<file path="src/rtl/memory_stage_pkg.sv">
// memory_stage_pkg
//   Shared definitions for the memory stage: bus widths, the packed layout of
//   the execute-to-memory bus, access size encodings and FSM state encodings.
package memory_stage_pkg;

  localparam int E_TO_M_BUS_WD = 107;
  localparam int M_TO_W_BUS_WD = 103;
  localparam int M_TO_H_BUS_WD = 7;

  localparam logic [1:0] SIZE_BYTE = 2'd0;
  localparam logic [1:0] SIZE_HALF = 2'd1;
  localparam logic [1:0] SIZE_WORD = 2'd2;

  localparam logic [1:0] ST_IDLE  = 2'd0;
  localparam logic [1:0] ST_REQ   = 2'd1;
  localparam logic [1:0] ST_WAIT  = 2'd2;
  localparam logic [1:0] ST_DRAIN = 2'd3;

  typedef struct packed {
    logic        mem_load;
    logic        mem_store;
    logic [1:0]  size;
    logic        is_unsigned;
    logic [31:0] store_data;
    logic [31:0] alu_result;
    logic        rf_we;
    logic [4:0]  rf_dest;
    logic [31:0] pc;
  } e_to_m_t;

endpackage

</file>
<file path="src/rtl/memory_stage_mem_align.sv">
// mem_align
//   Combinational data alignment for the memory stage.
//   Ports:
//     size, is_unsigned, addr_lo   access size, load extension mode, addr[1:0]
//     store_data                   raw store data from execute
//     rdata                        raw read data from memory
//     wstrb, wdata                 store byte enables and lane-replicated data
//     load_ext                     extracted and extended load result
module mem_align
  import memory_stage_pkg::*;
(
  input  logic [1:0]  size,
  input  logic        is_unsigned,
  input  logic [1:0]  addr_lo,
  input  logic [31:0] store_data,
  input  logic [31:0] rdata,
  output logic [3:0]  wstrb,
  output logic [31:0] wdata,
  output logic [31:0] load_ext
);

  logic [7:0]  byte_v;
  logic [15:0] half_v;

  always_comb begin
    case (addr_lo)
      2'd0:    byte_v = rdata[7:0];
      2'd1:    byte_v = rdata[15:8];
      2'd2:    byte_v = rdata[23:16];
      default: byte_v = rdata[31:24];
    endcase
    half_v = addr_lo[1] ? rdata[31:16] : rdata[15:0];

    wstrb    = 4'b1111;
    wdata    = store_data;
    load_ext = rdata;
    case (size)
      SIZE_BYTE: begin
        wstrb    = 4'b0001 << addr_lo;
        wdata    = {4{store_data[7:0]}};
        load_ext = is_unsigned ? {24'b0, byte_v} : {{24{byte_v[7]}}, byte_v};
      end
      SIZE_HALF: begin
        wstrb    = 4'b0011 << {addr_lo[1], 1'b0};
        wdata    = {2{store_data[15:0]}};
        load_ext = is_unsigned ? {16'b0, half_v} : {{16{half_v[15]}}, half_v};
      end
      default: ;
    endcase
  end

endmodule

</file>
<file path="src/rtl/memory_stage.sv">
// memory_stage
//   Pipeline stage ahead of write-back. Registers the execute-to-memory bus,
//   runs loads/stores over a req/gnt/rvalid data port and hands completed
//   instructions to write-back as single-cycle valid_o pulses.
//   Ports:
//     clk, reset                 clock, async active-high reset
//     previous_valid_i, e_to_m_bus, memory_allowin_o   execute handshake
//     flush_memory               kill the instruction held here
//     valid_o, m_to_w_bus        result to write-back
//     forward_result_memory, m_to_h_bus   forwarding and hazard info
//     data_*                     data memory port
//     mem_timeout_o              sticky overdue-response flag
//
//   state    | meaning
//   ST_IDLE  | no access in flight; request raised combinationally if needed
//   ST_REQ   | request held stable, waiting for data_gnt
//   ST_WAIT  | load granted, waiting for data_rvalid
//   ST_DRAIN | flushed load granted; swallow its data_rvalid
module memory_stage
  import memory_stage_pkg::*;
#(
  parameter int RESP_TIMEOUT = 0
) (
  input  logic         clk,
  input  logic         reset,
  input  logic         previous_valid_i,
  input  logic         flush_memory,
  input  logic [106:0] e_to_m_bus,
  output logic         memory_allowin_o,
  output logic         valid_o,
  output logic [102:0] m_to_w_bus,
  output logic [31:0]  forward_result_memory,
  output logic [6:0]   m_to_h_bus,
  output logic         data_req,
  output logic         data_wr,
  output logic [1:0]   data_size,
  output logic [31:0]  data_addr,
  output logic [3:0]   data_wstrb,
  output logic [31:0]  data_wdata,
  input  logic         data_gnt,
  input  logic [31:0]  data_rdata,
  input  logic         data_rvalid,
  output logic         mem_timeout_o
);

  e_to_m_t     bus_q, bus_d;
  logic        valid_q, valid_d;
  logic        done_q, done_d;
  logic [1:0]  state_q, state_d;
  logic [31:0] load_result_q, load_result_d;
  logic [31:0] cnt_q, cnt_d;
  logic        timeout_q, timeout_d;

  logic        is_mem, req_active, store_done, load_done, nonmem_done;
  logic [31:0] load_ext, load_result_out;

  mem_align u_align (
    .size        (bus_q.size),
    .is_unsigned (bus_q.is_unsigned),
    .addr_lo     (bus_q.alu_result[1:0]),
    .store_data  (bus_q.store_data),
    .rdata       (data_rdata),
    .wstrb       (data_wstrb),
    .wdata       (data_wdata),
    .load_ext    (load_ext)
  );

  always_comb begin
    is_mem      = bus_q.mem_load | bus_q.mem_store;
    // done_q marks an instruction already handed to write-back that is still
    // sitting in bus_q; it must neither re-request nor pulse valid_o again.
    req_active  = valid_q & is_mem & !done_q &
                  ((state_q == ST_IDLE) | (state_q == ST_REQ));
    store_done  = req_active & !bus_q.mem_load & data_gnt;
    load_done   = (state_q == ST_WAIT) & valid_q & data_rvalid;
    nonmem_done = (state_q == ST_IDLE) & valid_q & !is_mem & !done_q;

    valid_o          = (nonmem_done | store_done | load_done) & !flush_memory;
    memory_allowin_o = (state_q == ST_IDLE) &
                       !(valid_q & is_mem & !(done_q | store_done));

    // Write-back sees the fresh load data in the rvalid cycle itself.
    load_result_out = load_done ? load_ext : load_result_q;

    state_d = state_q;
    case (state_q)
      ST_IDLE, ST_REQ: begin
        if (!req_active)
          state_d = ST_IDLE;
        else if (data_gnt & bus_q.mem_load)
          state_d = flush_memory ? ST_DRAIN : ST_WAIT;
        else if (data_gnt | flush_memory)
          state_d = ST_IDLE;
        else
          state_d = ST_REQ;
      end
      ST_WAIT: begin
        if (data_rvalid)
          state_d = ST_IDLE;
        else if (flush_memory)
          state_d = ST_DRAIN;
      end
      default: begin
        if (data_rvalid)
          state_d = ST_IDLE;
      end
    endcase

    load_result_d = load_result_q;
    if (load_done & !flush_memory)
      load_result_d = load_ext;

    bus_d   = bus_q;
    valid_d = valid_q;
    done_d  = done_q | valid_o;
    if (flush_memory) begin
      bus_d   = '0;
      valid_d = 1'b0;
      done_d  = 1'b0;
    end else if (memory_allowin_o) begin
      bus_d   = e_to_m_bus;
      valid_d = previous_valid_i;
      done_d  = 1'b0;
    end

    // Timeout only raises a flag; the FSM keeps waiting for the response.
    cnt_d     = '0;
    timeout_d = timeout_q;
    if (((state_q == ST_WAIT) | (state_q == ST_DRAIN)) & !data_rvalid) begin
      cnt_d = (cnt_q == 32'hFFFF_FFFF) ? cnt_q : cnt_q + 32'd1;
      if ((RESP_TIMEOUT != 0) && (cnt_d >= 32'(RESP_TIMEOUT)))
        timeout_d = 1'b1;
    end
  end

  always_ff @(posedge clk or posedge reset) begin
    if (reset) begin
      bus_q         <= '0;
      valid_q       <= 1'b0;
      done_q        <= 1'b0;
      state_q       <= ST_IDLE;
      load_result_q <= '0;
      cnt_q         <= '0;
      timeout_q     <= 1'b0;
    end else begin
      bus_q         <= bus_d;
      valid_q       <= valid_d;
      done_q        <= done_d;
      state_q       <= state_d;
      load_result_q <= load_result_d;
      cnt_q         <= cnt_d;
      timeout_q     <= timeout_d;
    end
  end

  assign data_req   = req_active;
  assign data_wr    = bus_q.mem_store;
  assign data_size  = bus_q.size;
  assign data_addr  = bus_q.alu_result;

  assign m_to_w_bus = {bus_q.mem_load, load_result_out, bus_q.alu_result,
                       bus_q.rf_we, bus_q.rf_dest, bus_q.pc};
  assign forward_result_memory = bus_q.mem_load ? load_result_out : bus_q.alu_result;
  assign m_to_h_bus = {valid_q & bus_q.mem_load & !valid_o & !done_q,
                       bus_q.rf_dest, bus_q.rf_we};
  assign mem_timeout_o = timeout_q;

endmodule

</file>
<file path="config.mk">
export PLATFORM = sky130hd
export DESIGN_NAME = memory_stage
export DESIGN_NICKNAME = d
export VERILOG_FILES = /design/src/rtl/memory_stage_pkg.sv /design/src/rtl/memory_stage_mem_align.sv /design/src/rtl/memory_stage.sv
export SDC_FILE = /design/constraint.sdc
export NUM_CORES = 1
export LEC_CHECK = 0
export BUFFER_PORTS_ARGS = -buffer_cell sky130_fd_sc_hd__buf_4
export CAP_MARGIN = 25
export CORE_AREA = 2 2 141 143
export CTS_CLUSTER_DIAMETER = 60
export CTS_CLUSTER_SIZE = 14
export DETAILED_ROUTE_END_ITERATION = 6
export DIE_AREA = 0 0 143 145
export PLACE_DENSITY = 0.75
export SYNTH_ARGS = -nofsm -noshare
export SYNTH_HDL_FRONTEND = slang
export SYNTH_SLANG_ARGS = --single-unit
</file>
<file path="constraint.sdc">
create_clock -name clk -period 7.7 [get_ports clk]
set_input_delay 0.77 -clock clk [delete_from_list [all_inputs] [get_ports clk]]
set_output_delay 0.77 -clock clk [all_outputs]
set_load 0.01 [all_outputs]
</file>
# Word-level counts from Yosys, hierarchy flattened
# Cells that the tools add are included.
# classes
magnitude_cmp	0
n_addsub	0
eq_ne	6
n_bitwise	25
div_mod_pow	0
muxes	23
n_shift	2
mul	0
n_reduce_logical	14
# op_table
operator	n
107-bit 2-to-1 mux	2
32-bit 2-to-1 mux	4
32-bit one-hot mux with 2 select lines	2
8-bit one-hot mux with 3 select lines	1
1-bit bitwise AND	18
16-bit 2-to-1 mux	1
2-bit 2-to-1 mux	5
4-bit one-hot mux with 2 select lines	1
1-bit zero test	7
1-bit bitwise OR	7
2-bit by 1-bit equality test with 1-bit output (second input constant)	3
2-bit zero test	3
1-bit 2-to-1 mux	6
2-bit equality test (second input constant)	2
2-bit one-hot mux with 2 select lines	1
1-bit by 2-bit left shift with 4-bit output (first input constant)	1
2-bit by 2-bit left shift with 4-bit output (first input constant)	1
3-bit inequality test (second input constant)	1
3-bit nonzero test	1
2-bit AND reduction	1
2-bit nonzero test	1
2-bit OR reduction	1
# word_totals
mem_count	0
latchBits	0
reg_bits	143
word_cells	83
out_inout_bits	217
in_bits	145
mem_bits_rw	0
mem_bits_ro	0

# Logic depth before layout (Yosys ltp)
# Gate-level depths: netlist of run 1.
# logic_depth
ltp_word	13
depth_mapped	8
mapped_depth_nobuf	5

# Cells and area by module
# From an unflattened synthesis of run 1, not the netlist that was laid out.
# hier_totals
cells_unflattened	1336
area_unflattened_um2	11862.6
# by_module_without_submodules
module	area_each_um2	cells_per_inst	n_inst	seq_area_each_um2
memory_stage	10679.0	1166	1	3578.4
mem_align	1183.6	170	1	0.0

# Worst setup path after synthesis of run 1
# OpenSTA, ideal clock, no wires.
# synth_path
path_kind	input to output
from	input port data_rdata[23]
to	output port forward_result_memory[8]
stages	5
arrival_ns	1.953
t_required_ns	6.930
setup_slack_ns	4.977
path_buffers	1
cell_sequence	mux2_4 > a22o_1 > buf_6 > a222oi_1 > o21ai_1
# synth_via
elab_chain_cells	5
# synth_lines
item	line	source
start: declaration	memory_stage.sv:41	input logic [31:0] data_rdata,
8-bit one-hot mux with 3 select lines	memory_stage_mem_align.sv:26	case (addr_lo)
32-bit 2-to-1 mux	memory_stage_mem_align.sv:41	load_ext = is_unsigned ? {24'b0, byte_v} : {{24{byte_v[7]}}, byte_v};
32-bit one-hot mux with 2 select lines	memory_stage_mem_align.sv:37	case (size)
32-bit 2-to-1 mux	memory_stage.sv:83	load_result_out = load_done ? load_ext : load_result_q;
32-bit 2-to-1 mux	memory_stage.sv:163	assign forward_result_memory = bus_q.mem_load ? load_result_out : bus_q.alu_result;
end: declaration	memory_stage.sv:32	output logic [31:0] forward_result_memory,
# No other way between the ends.

# Worst setup path in the final report of run 1
# layout_path
from	register bus_q (netlist bit data_addr[1])
to	output port forward_result_memory[30]
# layout_via
elab_chain_cells	6
word_cells_on_any_way	10
classes_between	eq/ne (2); mux (7); reduce/logical (1)
# layout_lines
item	line	source
start: declaration	memory_stage.sv:46	e_to_m_t bus_q, bus_d;
start signal: assignment	memory_stage.sv:146	bus_q <= bus_d;
2-bit equality test, or another cell as far along	memory_stage_mem_align.sv:26	
8-bit one-hot mux with 3 select lines	memory_stage_mem_align.sv:26	
32-bit 2-to-1 mux	memory_stage_mem_align.sv:41	
32-bit one-hot mux with 2 select lines (*)	memory_stage_mem_align.sv:37	
32-bit 2-to-1 mux (*)	memory_stage.sv:83	
32-bit 2-to-1 mux (*)	memory_stage.sv:163	
# Every way passes the cells marked *; elsewhere a longest branch is shown, timed or not.

==> results of run 1 <==
==> cell families after synthesis <==
family                 count (synthesis)  share of synthesized area (%)
AO/OA/AOI/OAI                        394                          24.84
AND/OR/NAND/NOR                      262                          14.32
buffers and inverters                234                          15.59
flip-flops                           143                          40.38
multiplexers                          39                          4.829
other                                  1                        0.04232
==> worst max-delay path: cells and delay by family, from the launching register on <==
kind / cells / cell delay, ns
flip-flops: 1 / 0.74
multiplexers: 1 / 0.43
buffers and inverters: 1 / 0.20
AO/OA/AOI/OAI: 3 / 1.43
==> metrics by stage <==
stage          cells  hold slack [ns]  setup slack [ns]  total power, uW
6_report        1525           0.4286             3.703             2267
3_3_place_gp    1487           0.4859             4.205             1445
4_1_cts         1521           0.4634             3.691             2278
2_1_floorplan   1073           0.4708             3.092             1226
3_5_place_dp    1489           0.4989             4.023             1454
5_1_grt         1525           0.4835             3.536             2367
==> layout by cell type, fill, tap and decap left out, drive strengths merged, types with 9 or more instances in the layout <==
cell / count
clkbuf: 18
nor2: 54
inv: 23
mux2i: 12
buf: 375
a21oi: 155
o21ai: 163
nor2b: 13
nand3: 114
a31oi: 22
nand3b: 14
nand2: 50
dfrtp: 143
a22o: 9
mux2: 27
==> state kept, by name, summed over array words and instances, names as in the netlist, 2 cells and up <==
name,count
m_to_h_bus,6
bus_q,33
load_result_q,32
state_q,2
m_to_w_bus,33
data_size,2
data_addr,32
==> cell type report <==
type                            instances  area [um^2]
Sequential cell                       143         3581
Tap cell                              265        331.6
Clock buffer                           18        439.2
Antenna cell                            1        2.502
Timing Repair Buffer                  375         2903
Fill cell                            1709         7826
Multi-Input combinational cell        696         3931
Clock inverter                         14        138.9
Inverter                               13        53.80
==> layer usage <==
layer	GRT usage (%)	wire length, um
met1	36.53	11590
met2	46.63	14810
met3	7.591	2879
met4	10.84	967
met5	0	0
==> cells in the mapped netlist (14+ instances only) <==
cell type	instances
buf_2	18
dfrtp_1	143
a21oi_1	154
buf_4	122
nor2_1	53
clkbuf_1	69
o21ai_1	28
mux2_2	25
a31oi_1	22
nand3b_1	14
nand2_1	50
o21ai_0	135
nand3_1	114
==> power groups by stage <==
stage               Combinational (uW)  Sequential [uW]  Clock (uW)
finish                             580              864         823
global route                       631              873         864
CTS                                578              864         836
detailed placement                 577              878           0
global placement                   570              875           0
floorplan                          372              854           0
==> worst paths after layout <==
path	start	end	slack, ns	depth (start not counted)
min in group clk	load_result_q[4]	load_result_q[4]	0.51	2
worst min-delay path	reset	m_to_w_bus[6]	0.43	2
worst max register to register	state_q[0]	data_size[1]	5.29	4
worst max-delay path	data_addr[1]	forward_result_memory[30]	3.70	5
max in group asynchronous	reset	load_result_q[26]	6.25	4
worst min register to register	load_result_q[4]	load_result_q[4]	0.51	2
==> impl_metrics.py, run 1 <==
metrics = {
    "final_layout": {
        "nNetsFinal": 1391,
        "post-route-util_pct": 59.25,
        "fin_area_um2": 11380,
        "drive_above_1_share_pct": 35.66,
        "areaGrowthSynthToFinish_pct": 28.44,
    },
    "sta": {
        "max_freq_mhz": 250.2,
        "tns_ns": 0,
        "final-hold-violation-count": 0,
        "worstMarginPinSlew_ns": 0.9801,
        "slew-limit-headroom_pct": 34.66,
        "setup_violations": 0,
        "post-route-period-util_pct": 51.90,
        "slew_violations": 0,
        "min_period_ns": 3.997,
        "worst_clock_skew_ns": 0.01205,
        "rsz0062_at_grt": "false",
    },
    "synthesis": {
        "synth_area_um2": 8861,
        "synth_enable_flop_cells": 0,
        "synth_top_area_share_pct": 40.38,
        "yosys_warnings": 0,
        "synthTopCellsByArea": "dfrtp_1 40%, buf_4 10%, a21oi_1 8.7%",
        "synthFlopType": "dfrtp_1",
        "async_flop_share_pct": 100.0,
        "yosysTopAreaCell": "dfrtp_1",
        "ys_seq_area_share_pct": 40.38,
        "postSynthAreaPerCell_um2": 8.258,
        "syn_inst": 1073,
        "synthesis.nets": 1218,
        "ys_ff_latch": 143,
        "synth_cell_type_count": 51,
    },
    "clock_tree": {
        "clock-sinks": 143,
        "clk_pin_slew_ns": 0.07,
        "cts.path.max_buffers": 2,
        "cts_tree": "built",
        "cts_hold_repair.buffers": 0,
        "cts-htree-levels": 4,
        "cts_buffers": 17,
        "cts-root-buf": "clkbuf_16",
        "cts.repair.resized": 0,
        "cts_setup_buffers": 0,
        "clk_latency_ns": 0.42,
    },
    "die": {
        "die-width_um": 143,
        "coreArea_um2": 19210,
        "ios": 362,
        "rows": 51,
        "initial_core_util_pct": 46.13,
        "die-area_um2": 20740,
        "die_y_um": 145,
    },
    "setup_path": {
        "critPathMaxStageDelay_ns": 0.76,
        "crit_fanout": 26,
        "worstPathCellList": "mux2_1, a222oi_1, o21a_1, a31oi_1, buf_4",
        "endpoint_kind": "output port",
        "slowest_stage": "o21a_1",
        "worstPathArrival_ns": 3.23,
        "cp-start-kind": "flop",
        "critical_path_class": "flop to output port",
        "crit_required_ns": 6.93,
    },
    "power_and_ir_drop": {
        "intPower_uw": 1526,
        "power.leakage_uw": 0.005427,
        "pwr-share-seq_pct": 38.1,
        "pwr-share-comb_pct": 25.6,
        "p_switching_uw": 740.4,
        "power.density_nw_per_um2": 199.2,
        "p_clk_share_pct": 36.3,
        "p_sw_share_pct": 32.67,
        "ir_drop_v": 0.0001593,
    },
    "status": {
        "status": "finished clean",
    },
    "placement": {
        "dpl-instance-area_um2": 10730,
        "place_congestion": 0.8461,
        "portBuffers": 360,
        "dp_hpwl_um": 20730,
    },
    "global_route": {
        "grt_max_degree": 100,
        "grt_pass1_wl_um": 47040,
        "antenna_found_initial": 1,
        "overflow": 0,
        "grt_pass1_vias": 8370,
        "grt.total_usage_pct": 28.72,
    },
    "flow_run": {
        "drv_cap": 0,
    },
    "routing": {
        "vias_per_cell": 5.741,
        "drc": 0,
        "wl_per_cell_um": 19.83,
        "drt.antenna.violating_nets": 0,
        "drt-total-wl_um": 30240,
        "drt_iter0_drc": 717,
        "via_count": 8755,
        "dr.pass1.iters": 5,
    },
    "worst_hold_path": {
        "hp-class": "primary input to async pin",
    },
}
No activity file was read; power rests on OpenSTA's default activity.
==> run 2, diff against run 1 <==
--- a/config.mk
+++ b/config.mk
@@ -7,12 +7,12 @@
 export LEC_CHECK = 0
 export BUFFER_PORTS_ARGS = -buffer_cell sky130_fd_sc_hd__buf_4
 export CAP_MARGIN = 25
-export CORE_AREA = 2 2 141 143
+export CORE_MARGIN = 1
+export CORE_UTILIZATION = 45
 export CTS_CLUSTER_DIAMETER = 60
 export CTS_CLUSTER_SIZE = 14
 export DETAILED_ROUTE_END_ITERATION = 6
-export DIE_AREA = 0 0 143 145
-export PLACE_DENSITY = 0.75
+export PLACE_DENSITY = 0.76
 export SYNTH_ARGS = -nofsm -noshare
 export SYNTH_HDL_FRONTEND = slang
 export SYNTH_SLANG_ARGS = --single-unit
==> constraint.sdc (replaced) <==
create_clock -name clk -period 3.3 [get_ports clk]
set_input_delay 0.33 -clock clk [delete_from_list [all_inputs] [get_ports clk]]
set_output_delay 0.33 -clock clk [all_outputs]
set_load 0.01 [all_outputs]
==> run 2 against run 1 <==
Compared with the run above: register-to-register slack lost 4.4 ns; flip-flop and latch count is the same; via count grew 0.66%; sequential power grew 130%; non-clock buffer count grew 13; count of clock-buffer cells in the layout shrank 1; sequential share of layout area shrank 0.19 points; global-route usage grew 0.92 points; clock skew shrank 0.00097 ns.
==> impl_metrics.py, run 2 (synthesis results as in run 1) <==
metrics = {
    "die": {
        "coreArea_um2": 19020,
        "die-width_um": 142.3,
        "die-area_um2": 20260,
        "rows": 50,
        "initial_core_util_pct": 46.59,
        "ios": 362,
        "die_y_um": 142.3,
    },
    "power_and_ir_drop": {
        "power.leakage_uw": 0.005479,
        "intPower_uw": 3602,
        "p_clk_share_pct": 36.1,
        "p_switching_uw": 1697,
        "ir_drop_v": 0.0003406,
        "power.density_nw_per_um2": 462.7,
        "pwr-share-seq_pct": 38.1,
        "p_sw_share_pct": 32.02,
        "pwr-share-comb_pct": 25.8,
    },
    "global_route": {
        "met3_usage_pct": 7.301,
        "antenna_found_initial": 0,
        "grt_pass1_vias": 8342,
        "grt_pass1_wl_um": 46290,
        "grt_use_met2_pct": 51.52,
        "overflow": 0,
        "use_met1_pct": 35.81,
        "grt_busiest_layer": "met2",
        "grt.total_usage_pct": 29.64,
        "grt_max_degree": 84,
    },
    "clock_tree": {
        "clk_pin_slew_ns": 0.07,
        "cts.path.max_buffers": 2,
        "cts-htree-levels": 4,
        "clock-sinks": 143,
        "cts_setup_buffers": 0,
        "cts-root-buf": "clkbuf_16",
        "clk_latency_ns": 0.43,
        "cts_buffers": 17,
        "cts_tree": "built",
    },
    "sta": {
        "worstMarginPinSlew_ns": 0.8230,
        "max_freq_mhz": 320.0,
        "slew-limit-headroom_pct": 45.02,
        "post-route-period-util_pct": 94.69,
        "min_period_ns": 3.125,
        "worst_clock_skew_ns": 0.01107,
        "finalHoldWorstSlack_ns": 0.1502,
        "final-hold-violation-count": 0,
        "slew_violations": 0,
        "setup_violations": 0,
        "tns_ns": 0,
        "rsz0062_at_grt": "false",
    },
    "flow_run": {
        "drv_cap": 0,
    },
    "setup_path": {
        "critPathMaxStageDelay_ns": 0.76,
        "crit_required_ns": 2.97,
        "worstPathArrival_ns": 2.79,
        "timing.rr.end": "m_to_w_bus[23]",
        "reg2reg_depth": 5,
        "crit_fanout": 26,
        "critical_path_class": "flop to output port",
        "worstPathCellList": "mux2_1, a222oi_1, o21a_1, buf_4, a31oi_1, buf_4",
        "path_common_cell": "buf_4",
        "slowest_stage": "dfrtp_1",
        "cp-start-kind": "flop",
        "rrSetupSlack_ns": 0.88,
        "endpoint_kind": "output port",
        "r2r-start": "m_to_w_bus[102]",
    },
    "final_layout": {
        "fin_area_um2": 11450,
        "nNetsFinal": 1404,
        "drive_above_1_share_pct": 36.24,
        "areaGrowthSynthToFinish_pct": 29.23,
        "post-route-util_pct": 60.21,
        "final_cell_mix": "382 x buf_4, 154 x a21oi_1, 141 x dfrtp_1, 135 x o21ai_0, 114 x nand3_1",
        "antenna_cells": 0,
        "final_common_cell": "buf_4",
        "nFillCells": 1754,
    },
    "routing": {
        "drt-total-wl_um": 30630,
        "drt_iter0_drc": 598,
        "via_count": 8813,
        "vias_per_cell": 5.753,
        "drt.antenna.violating_nets": 0,
        "dr.pass1.iters": 6,
        "drc": 0,
        "wl_per_cell_um": 20.00,
    },
    "worst_hold_path": {
        "hp-class": "primary input to flop",
        "hold_start": "e_to_m_bus[13]",
        "worstHoldEndpoint": "m_to_w_bus[13]",
        "whs_path_depth": 3,
    },
    "placement": {
        "dp_hpwl_um": 21850,
        "place_congestion": 0.8674,
        "portBuffers": 360,
        "dpl-instance-area_um2": 10800,
    },
    "status": {
        "status": "finished clean",
    },
}
## run 2: cell count changes in the layout (fill, tap and decap cells not counted), sizes merged
cell | previous run | this run
dlygate4sd3 | 0 | 1
clkinvlp | 1 | 3
clkbuf | 18 | 17
diode | 1 | 0
bufinv | 0 | 1
clkinv | 3 | 4
inv | 23 | 20
buf | 375 | 387
## run 2: power by group through the flow
stage | clock network, uW | registers (uW) | logic (uW)
floorplan | 0 | 1990 | 869
global placement | 0 | 2040 | 1350
detailed placement | 0 | 2050 | 1360
CTS | 1940 | 2020 | 1360
global route | 2020 | 2040 | 1470
finish | 1910 | 2020 | 1360
## run 2: stage by stage
| step | std cells | worst slack [ns] | total power [uW] |
|---|---|---|---|
| 4_1_cts | 1528 | 0.1947 | 5325 |
| 6_report | 1532 | 0.1754 | 5299 |
| 3_5_place_dp | 1496 | 0.6615 | 3409 |
| 2_1_floorplan | 1073 | 1.179 | 2862 |
| 3_3_place_gp | 1496 | 0.7500 | 3391 |
| 5_1_grt | 1532 | 0.005871 | 5532 |
## run 2: what timing repair did
action	4_1_cts	5_1_grt
resized for setup	0	0
hold buffers	0	1
endpoints found under the hold margin	0	8
## run 2: worst max-delay path, delay by kind of cell, from the launching register on
family | cells | cell delay, ns
flip-flops | 1 | 0.76
multiplexers | 1 | 0.43
buffers and inverters | 2 | 0.47
AO/OA/AOI/OAI | 3 | 0.69
## run 2: cell type report
type                            instances  area [um^2]  share of cell area (%)
Clock inverter                         15        150.1                   1.311
Timing Repair Buffer                  388         2985                   26.07
Sequential cell                       143         3581                   31.27
Multi-Input combinational cell        696         3931                   34.33
Inverter                               13        52.55                  0.4589
Tap cell                              260        325.3                   2.841
Clock buffer                           17        425.4                   3.715
## run 2: layer usage
layer  share of wire, %  vias up
li1                   -     4075
met1                 38     4305
met2                 51      395
met3                8.7       38
met4                2.2        0
met5                  0        -
## run 2: worst max-delay path by stage
stage | to | start | slack (ns) | depth (start not counted)
floorplan | bus_q[100] | reset | 1.18 | 1
global placement | forward_result_memory[25] | data_addr[1] | 0.75 | 6
detailed placement | forward_result_memory[30] | data_addr[1] | 0.66 | 6
global route | forward_result_memory[22] | data_addr[1] | 0.006 | 6
CTS | forward_result_memory[30] | data_addr[1] | 0.19 | 6
finish | forward_result_memory[28] | data_addr[1] | 0.18 | 6
==> run 3, diff against run 2 <==
==> constraint.sdc (replaced) <==
create_clock -name clk -period 2.69 [get_ports clk]
set_input_delay 0.269 -clock clk [delete_from_list [all_inputs] [get_ports clk]]
set_output_delay 0.269 -clock clk [all_outputs]
set_load 0.01 [all_outputs]
==> run 3 against run 2 <==
Compared with the run above: final cell count grew 0.33%; combinational power grew 28%; die area is the same; sequential share of layout area shrank 0.57 points; worst hold slack lost 0.098 ns; register-to-register slack lost 0.23 ns; count of clock-buffer cells in the layout grew 2; via count grew 1.3%; clock power grew 38%; routed wire length grew 2.4%; non-clock buffer count grew 4; critical path type unchanged.
==> impl_metrics.py, run 3 (synthesis results as in run 1) <==
metrics = {
    "status": {
        "status": "finished clean",
    },
    "final_layout": {
        "ff_latch_area_um2": 3586,
        "nNetsFinal": 1408,
        "post-route-util_pct": 61.41,
        "areaGrowthSynthToFinish_pct": 31.81,
        "final_common_cell": "buf_4",
        "drive_above_1_share_pct": 37.23,
        "final_cell_mix": "379 x buf_4, 153 x a21oi_1, 139 x dfrtp_1, 135 x o21ai_0, 114 x nand3_1",
        "multi_input_area_um2": 3973,
        "nFillCells": 1737,
    },
    "global_route": {
        "grt.total_usage_pct": 30.30,
        "grt_pass1_vias": 8523,
        "overflow": 0,
        "antenna_found_initial": 1,
        "grt_pass1_wl_um": 47360,
        "grt_max_degree": 144,
    },
    "clock_tree": {
        "cts_buffers": 17,
        "clk_pin_slew_ns": 0.06,
        "cts_tree": "built",
        "cts-root-buf": "clkbuf_16",
        "cts.path.max_buffers": 2,
        "clock-sinks": 143,
        "cts-htree-levels": 4,
        "cts_hold_repair.buffers": 0,
        "clk_latency_ns": 0.42,
    },
    "routing": {
        "top_layer": "met4",
        "wl_per_cell_um": 20.40,
        "dr.pass1.iters": 6,
        "vias_per_cell": 5.809,
        "drt-total-wl_um": 31360,
        "drt.antenna.violating_nets": 0,
        "drt_iter0_drc": 675,
        "met1_length_um": 12380,
        "via_count": 8928,
        "wl_met2_um": 15460,
        "wl_met3_um": 2592,
        "drc": 0,
    },
    "setup_path": {
        "crit_fanout": 9,
        "worstPathArrival_ns": 2.40,
        "crit_required_ns": 2.42,
        "critical_path_class": "flop to output port",
        "cp-start-kind": "flop",
        "endpoint_kind": "output port",
    },
    "power_and_ir_drop": {
        "power.leakage_uw": 0.005571,
        "ir_drop_v": 0.0004415,
        "power.density_nw_per_um2": 585.2,
    },
    "sta": {
        "max_freq_mhz": 374.8,
        "worstMarginPinSlew_ns": 0.8517,
        "slew_violations": 0,
        "timing.final.ws_setup_ns": 0.02158,
        "final-hold-violation-count": 0,
        "worst_clock_skew_ns": 0.01196,
        "rsz0062_at_grt": "true",
        "post-route-period-util_pct": 99.20,
        "setup_violations": 0,
        "slew-limit-headroom_pct": 43.22,
        "min_period_ns": 2.668,
        "tns_ns": 0,
    },
    "die": {
        "initial_core_util_pct": 46.59,
        "ios": 362,
        "die_y_um": 142.3,
        "rows": 50,
        "die-area_um2": 20260,
        "die-width_um": 142.3,
        "coreArea_um2": 19020,
    },
    "placement": {
        "portBuffers": 360,
        "dp_hpwl_um": 21000,
        "place_congestion": 0.8791,
        "pre_cts_ws_ns": 0.2522,
    },
    "worst_hold_path": {
        "hp-class": "primary input to async pin",
    },
    "flow_run": {
        "drv_cap": 0,
    },
}
## run 3: critical path: stages (launching register included)
cell and delay [ns]:
dfrtp_2 0.44, mux2_2 0.40, a22o_4 0.28, a222oi_1 0.44, a21oi_1 0.23, buf_4 0.19
## run 3: per-stage QoR
stage / hold slack [ns] / std cells / area (um^2) / total power (uW)
after floorplan: 0.3976 / 1073 / 8865 / 3511
after global placement: 0.4849 / 1492 / 10840 / 4165
after detailed placement: 0.5022 / 1493 / 10870 / 4194
after CTS: 0.08363 / 1530 / 11560 / 6829
after global routing: 0.08633 / 1536 / 11680 / 7105
final: 0.05239 / 1537 / 11680 / 6836
## run 3: power breakdown
| group | internal (uW) | total [uW] | switching [uW] |
|---|---|---|---|
| clock | 1600 | 2630 | 1020 |
| combinational | 833 | 1740 | 906 |
| sequential | 2320 | 2470 | 152 |
| total | 4750 | 6840 | 2080 |
## run 3: per-layer routing
metal  GRT usage [%]  up-vias
li1                -     4084
met1           37.17     4344
met2           50.93      436
met3           7.571       64
met4           12.17        0
met5               0        -
## run 3: worst paths after layout
kind	start	endpoint	slack (ns)	cells past startpoint
min in group clk	e_to_m_bus[13]	m_to_w_bus[13]	0.09	3
setup reg to reg	data_wr	m_to_w_bus[19]	0.65	5
hold / removal	reset	m_to_h_bus[1]	0.05	3
hold reg to reg	load_result_q[2]	load_result_q[2]	0.52	2
setup / recovery	data_addr[0]	m_to_w_bus[82]	0.02	5
max in group asynchronous	reset	load_result_q[1]	1.96	3
## run 3: repair_timing
item	CTS	global route
setup buffers	5	5
gates cloned	0	1
resized for setup	5	13
pin swaps	5	4
setup endpoints to repair	41	49
## run 3: final cells by class
| type | count | area share (%) |
|---|---|---|
| timing repair buffer | 392 | 26.49 |
| multi-input combinational | 696 | 34.01 |
| antenna | 1 | 0.02142 |
| clock buffer | 19 | 3.792 |
| tap | 260 | 2.785 |
| inverter | 13 | 0.4499 |
| sequential | 143 | 30.70 |
| clock inverter | 13 | 1.746 |
